--- src/rtl/pmem_arbiter.sv ---
// pmem_arbiter: shares one physical-memory port between the I-cache fill path
// and the D-cache fill/writeback path. One full-line transaction at a time;
// D has priority but can win at most MAX_D_STREAK times in a row while I waits.
// Optional macro ARB_PERF_EN adds saturating grant/conflict counters.
//
// state   | meaning
// --------+-----------------------------------------------------------
// IDLE    | arbitrate every cycle, latch winner's command on the grant edge
// SERVE_I | drive latched I command until pmem_resp
// SERVE_D | drive latched D command until pmem_resp
// DONE    | one dead cycle so the requester can drop its request
module pmem_arbiter #(
    parameter int ADDR_W       = 16,
    parameter int LINE_W       = 256,
    parameter int MAX_D_STREAK = 4
) (
    input  logic              clk,
    input  logic              rst_n,
    input  logic              i_pmem_read,
    input  logic [ADDR_W-1:0] i_pmem_address,
    output logic [LINE_W-1:0] i_pmem_rdata,
    output logic              i_pmem_resp,
    input  logic              d_pmem_read,
    input  logic              d_pmem_write,
    input  logic [ADDR_W-1:0] d_pmem_address,
    input  logic [LINE_W-1:0] d_pmem_wdata,
    output logic [LINE_W-1:0] d_pmem_rdata,
    output logic              d_pmem_resp,
    output logic              pmem_read,
    output logic              pmem_write,
    output logic [ADDR_W-1:0] pmem_address,
    output logic [LINE_W-1:0] pmem_wdata,
    input  logic [LINE_W-1:0] pmem_rdata,
    input  logic              pmem_resp
`ifdef ARB_PERF_EN
    ,
    output logic [31:0]       perf_i_grants,
    output logic [31:0]       perf_d_grants,
    output logic [31:0]       perf_conflicts
`endif
);

    typedef enum logic [1:0] {
        IDLE    = 2'd0,
        SERVE_I = 2'd1,
        SERVE_D = 2'd2,
        DONE    = 2'd3
    } state_t;

    localparam logic [2:0] STREAK_MAX = 3'(MAX_D_STREAK);

    state_t              state;
    state_t              state_next;
    logic [2:0]          streak;
    logic                hold_write;
    logic [ADDR_W-1:0]   hold_addr;
    logic [LINE_W-1:0]   hold_wdata;
    logic                i_req;
    logic                d_req;
    logic                grant_i;
    logic                grant_d;
    logic                serving;

    // Request decode; D read+write together counts as a single D request.
    assign i_req = i_pmem_read;
    assign d_req = d_pmem_read | d_pmem_write;

    // D wins ties unless it has used up its streak while I was waiting.
    assign grant_i = (state == IDLE) && i_req && (!d_req || (streak == STREAK_MAX));
    assign grant_d = (state == IDLE) && d_req && !grant_i;

    // State register.
    always_ff @(posedge clk) begin
        if (!rst_n) begin
            state <= IDLE;
        end else begin
            state <= state_next;
        end
    end

    // Next-state logic.
    always_comb begin
        state_next = state;
        case (state)
            IDLE: begin
                if (grant_i) begin
                    state_next = SERVE_I;
                end else if (grant_d) begin
                    state_next = SERVE_D;
                end
            end
            SERVE_I, SERVE_D: begin
                if (pmem_resp) begin
                    state_next = DONE;
                end
            end
            DONE:    state_next = IDLE;
            default: state_next = IDLE;
        endcase
    end

    // Latch the winner's command and track consecutive D wins over a waiting I.
    always_ff @(posedge clk) begin
        if (!rst_n) begin
            hold_write <= 1'b0;
            hold_addr  <= '0;
            hold_wdata <= '0;
            streak     <= 3'd0;
        end else if (grant_i) begin
            hold_write <= 1'b0;
            hold_addr  <= i_pmem_address;
            hold_wdata <= '0;
            streak     <= 3'd0;
        end else if (grant_d) begin
            hold_write <= d_pmem_write;
            hold_addr  <= d_pmem_address;
            hold_wdata <= d_pmem_wdata;
            if (!i_req) begin
                streak <= 3'd0;
            end else if (streak != STREAK_MAX) begin
                streak <= streak + 3'd1;
            end
        end
    end

    // Memory command and per-side response outputs.
    always_comb begin
        serving      = (state == SERVE_I) || (state == SERVE_D);
        pmem_read    = serving && !hold_write;
        pmem_write   = serving && hold_write;
        pmem_address = serving ? hold_addr : '0;
        pmem_wdata   = serving ? hold_wdata : '0;
        i_pmem_resp  = (state == SERVE_I) && pmem_resp;
        d_pmem_resp  = (state == SERVE_D) && pmem_resp;
        i_pmem_rdata = i_pmem_resp ? pmem_rdata : '0;
        d_pmem_rdata = d_pmem_resp ? pmem_rdata : '0;
    end

`ifdef ARB_PERF_EN
    // Saturating grant and conflict counters.
    always_ff @(posedge clk) begin
        if (!rst_n) begin
            perf_i_grants  <= '0;
            perf_d_grants  <= '0;
            perf_conflicts <= '0;
        end else begin
            if (grant_i && (perf_i_grants != 32'hFFFF_FFFF)) begin
                perf_i_grants <= perf_i_grants + 32'd1;
            end
            if (grant_d && (perf_d_grants != 32'hFFFF_FFFF)) begin
                perf_d_grants <= perf_d_grants + 32'd1;
            end
            if ((state == IDLE) && i_req && d_req && (perf_conflicts != 32'hFFFF_FFFF)) begin
                perf_conflicts <= perf_conflicts + 32'd1;
            end
        end
    end
`endif

endmodule

--- config.mk ---
export PLATFORM = sky130hd
export DESIGN_NAME = pmem_arbiter
export DESIGN_NICKNAME = d
export VERILOG_FILES = /design/src/rtl/pmem_arbiter.sv
export SDC_FILE = /design/constraint.sdc
export NUM_CORES = 1
export LEC_CHECK = 0
export CAP_MARGIN = 10
export CORE_AREA = 2 2 520 522
export CTS_CLUSTER_DIAMETER = 150
export DETAILED_ROUTE_END_ITERATION = 7
export DIE_AREA = 0 0 522 524
export PLACE_DENSITY = 0.3
export SKIP_CTS_REPAIR_TIMING = 1
export SYNTH_ARGS = -nofsm -noshare
export SYNTH_HDL_FRONTEND = slang
export SYNTH_SLANG_ARGS = --single-unit
export TNS_END_PERCENT = 10
--- constraint.sdc ---
create_clock -name clk -period 5.9 [get_ports clk]
set_clock_uncertainty 0.2 [all_clocks]
set_input_delay 1.18 -clock clk [delete_from_list [all_inputs] [get_ports clk]]
set_output_delay 1.18 -clock clk [all_outputs]
set_load 0.03 [all_outputs]
=== Word level (Yosys, flattened, before mapping) ===
Index checks and enable logic that the tools add are counted.
Widths: inputs -> output; s select.

* RAM bits: 0
* Logic and storage cells: 47
* Memory bits (read-only): 0
* Bits in registers: 278
* Memories kept: 0
* Latch bits: 0
* Input bits: 550
* Output and inout port bits: 788

* Reductions and logical operators: 19
* Div/mod/pow operators: 0
* Bitwise gates (word level): 2
* Shifts and indexed selects: 0
* Add/sub/neg operators: 1
* Order comparisons: 0
* Multiply operators: 0
* Equality and inequality tests: 8
* Muxes and demuxes: 12

{| class="wikitable"
|+ Operators by type and width
! kind !! number
|-
| $mux 256 || 3
|-
| $mux 16 || 3
|-
| $logic_and 1x1->1 || 8
|-
| $mux 2 || 3
|-
| $mux 3 || 2
|-
| $ne 3x3->1 const B || 2
|-
| $pmux 2 s3 || 1
|-
| $eq 2x2->1 const B || 2
|-
| $reduce_and 2->1 || 2
|-
| $reduce_or 2->1 || 2
|-
| $add 3x1->3 const B || 1
|-
| $eq 3x3->1 const B || 1
|-
| $logic_not 1->1 || 3
|-
| $eq 2x1->1 const B || 1
|-
| $logic_not 2->1 || 1
|-
| $logic_or 1x1->1 || 2
|-
| $ne 2x1->1 const B || 1
|-
| $ne 2x2->1 const B || 1
|-
| $reduce_bool 2->1 || 1
|-
| $not 1->1 || 1
|-
| $or 1x1->1 || 1
|}

=== Longest topological paths before layout ===
* Depth in word-level cells: 9
* Gate-level depth with buffers: 8
* Gate-level depth less buffers: 5

=== Least setup slack after synthesis ===
No wires, ideal clock.

* Path type: input port to output port
* Start point: input pmem_resp
* End point: output d_pmem_rdata[153]
* Arrival time: 2254 ps
* Cell stages on the path: 4
* Slack: 2266 ps
* Path buffers: 3
* Cell sequence: clkbuf_1 clkbuf_1 clkbuf_1 and3_1

* Word-level cells in the longest chain between the ends: 2

{| class="wikitable"
|+ Ends and longest elaborated chain
! item !! RTL line !! text
|-
| start: declaration || 34 || <nowiki>input logic pmem_resp</nowiki>
|-
| $logic_and 1x1->1 || 134 || <nowiki>d_pmem_resp = (state == SERVE_D) && pmem_resp;</nowiki>
|-
| $mux 256 || 136 || <nowiki>d_pmem_rdata = d_pmem_resp ? pmem_rdata : '0;</nowiki>
|-
| end: declaration || 27 || <nowiki>output logic [LINE_W-1:0] d_pmem_rdata,</nowiki>
|}

No other way between the ends.

=== Worst setup path in the final report ===
* Start point: register state[0]
* End point: output d_pmem_rdata[248]

* Word-level cells in the longest chain between the ends: 3

{| class="wikitable"
|+ Ends and longest elaborated chain
! item !! RTL line !! text
|-
| start: declaration || 52 || <nowiki>state_t state;</nowiki>
|-
| start signal: assignment || 77 || <nowiki>state <= state_next;</nowiki>
|-
| $eq 2x2->1 || 134 ||
|-
| $logic_and 1x1->1 || 134 ||
|-
| $mux 256 || 136 ||
|}

No other way between the ends.

==> results by group <==
Drt
  • Routed wl met2: around 120000 um
  • Top sig layer: met5
  • Met1 WL: around 80000 um
  • WL per Instance: between 30 and 40 um
  • Drt total wl: 240000 um
  • DR vias: around 24k
  • DRC: 0
  • 1st-pass router iterations: 5
  • Met3 wire len: approximately 32000 um
  • Vias per cell: about 3.4
  • Post-DRT Antenna Nets: 0
  • 1st-iter DRT viols: 1519

STA
  • Final hold violations: 0
  • Fmax: 197 MHz
  • Min Tclk post-route: between 5 and 6 ns
  • Relative slew slack: 0.306
  • Endpoints failing setup: 0
  • Worst Setup Slack, final: between 0.8 and 0.9 ns
  • Period utilisation layout: 0.861
  • Unrepaired setup endpoints after global routing: false
  • Hold slack: between 0.2 and 0.3 ns
  • Setup TNS: 0 ns
  • Max-slew violations: 0
  • Tightest Pin Transition: ~1.0 ns

Floorplanning
  • Die width: 522 um
  • Die area: ~0.27 mm2
  • IO Pins: about 1.3k
  • Height of the die: ~520 um
  • Core box area: approximately 0.27 mm2
  • Initial Utilization: 0.0606
  • Row count: between 150 and 200

Worst setup path
  • Cell Chain, Critical Path: inv_1, ha_4, buf_4, and3_1, clkdlybuf4s50_1
  • CP endpoint kind: output pin
  • Crit Path Class: reg2out
  • Worst setup SP type: flop
  • Crit-path slowest cell: clkdlybuf4s50_1
  • CP Max Fanout: 61
  • CP required: 4.52 ns
  • Crit path DAT: between 3 and 4 ns
  • Crit-path max cell delay: a little under 0.9 ns

Pwr
  • Power consumption: around 13 mW
  • VDD IR-drop max: 295 uV
  • Power Density: ~380 mW/mm2
  • Leak pwr: roughly 13 nW

Final layout
  • Final #Nets: ~4k
  • Most common cell after layout, fill and taps aside: clkdlybuf4s50_1
  • Post-Layout Inst Area: between 0.03 and 0.04 mm2
  • Non-filler instance count after layout: roughly 7.0k
  • Most frequent cells in the layout: clkdlybuf4s50_1 (1331), and3_1 (512), o21ai_0 (287)
  • Share of cells above drive strength 1: 0.0408
  • Layout Utilization: 0.132
  • Area growth syn-to-layout: 117%

Clocking
  • Clk sinks: roughly 280
  • Reg clk slew, reported paths: 0.06 ns
  • Clk Latency, worst-skew pair: ~0.64 ns
  • Total CTS buffers: 44
  • Htree depth: 2
  • CTS Root Cell: clkbuf_16
  • Longest Clk Path Bufs: 3
  • CTS tree: done

Placement
  • GPL Wtd Cong: between 0.8 and 0.9
  • Placed insts: roughly 7k
  • DP Area: about 0.033 mm2
  • Post-place setup slack: 1.20 ns
  • DP Wirelength: about 200000 um
  • Port Buf Inserts: roughly 1.3k

Global routing
  • Via count of the first global-routing pass: roughly 23k
  • Initial antenna violation count: around 240
  • Largest net degree at the start of global routing: 196
  • Total GRT Usage: 0.167
  • GRT overflow: 0
  • Global-route wire length before repair: a little under 300000 um

Synthesis
  • Synth Net Count: 2797
  • Synth top area cells: dfxtp_1 (34%), and3_1 (20%), and2_1 (11%)
  • Ys Warns: 0
  • Yosys top cell by area: dfxtp_1
  • Top cell type's share of synthesized area: 0.343
  • Unique masters post-synth: 29
  • FF+latch count, synth: about 280
  • Synthesized area per cell: 7.24 um2
  • Post-synthesis sequential area ratio: 0.343
  • Syn Inst Count: roughly 2.2k
  • Mapped cell area: between 0.015 and 0.02 mm2

Job
  • Number of max-cap violations: 0

Status
  • Run status: finished clean

Hold path
  • Min-Delay Path Class: reg2reg
-- final cells by class --
class,instances,area (um2)
well taps,3552,4440
inverters,5,18.8
flip-flops and latches,278,5570
multi-input cells,1660,9500
clock inverters,19,250
fillers,30800,232000
repair buffers,1386,14000
diodes,79,198
clock buffers,61,1260
-- final timing paths --
kind	from	to	slack, ns	cells after the start
setup / recovery	state[0]	d_pmem_rdata[248]	0.82	5
hold / removal	hold_wdata[165]	hold_wdata[165]	0.27	2
setup reg to reg	state[0]	hold_wdata[50]	2.73	7
hold reg to reg	hold_wdata[165]	hold_wdata[165]	0.27	2
-- synthesized netlist by cell type --
library cell,count
or4b_1,1
nand2_1,3
o31ai_4,1
inv_1,5
a211oi_1,2
nor2b_1,1
nand4_1,1
a31oi_1,16
o21ai_1,4
o21ai_0,287
nand3b_1,1
and2_1,276
a2bb2oi_2,1
o21a_1,1
a21boi_0,1
buf_4,3
dfxtp_1,278
a21oi_1,279
o31a_1,1
nor3_1,1
buf_2,62
clkbuf_1,232
o2bb2ai_2,1
ha_1,6
nand3_1,260
and3_1,513
o21ai_2,2
buf_1,1
nand2b_1,1
-- report_power, final --
group	switching (mW)	internal (mW)
logic	5.30	2.67
registers	0.229	2.34
clock network	1.17	1.64
-- per-layer routing --
layer,global-route usage,up-vias
met5,0,-
met4,0.0606,106
met3,0.102,456
met2,0.294,1428
met1,0.157,11400
li1,-,10300
-- logic make-up (layout without fill, tap and decap cells) --
group	after synthesis	count (layout)	synth area share
other cells	0	79	0
compound gates	596	596	0.189
simple gates	1058	1058	0.388
buf+inv	303	1471	0.0756
flops	278	278	0.343
fa+ha+maj	6	6	0.00463
-- worst max-delay path: cells and delay by family (launching register included) --
family	cells	cell delay, ns
AND/OR/NAND/NOR	1	0.25
buffers and inverters	3	1.74
flip-flops	1	0.35
adder cells (fa/ha/maj)	1	0.60
-- registers in the layout, summed over array words and instances (netlist names) --
register,count
state,2
hold_wdata,256
hold_write,1
hold_addr,16
streak,3
(Power assumes the default switching activity.)
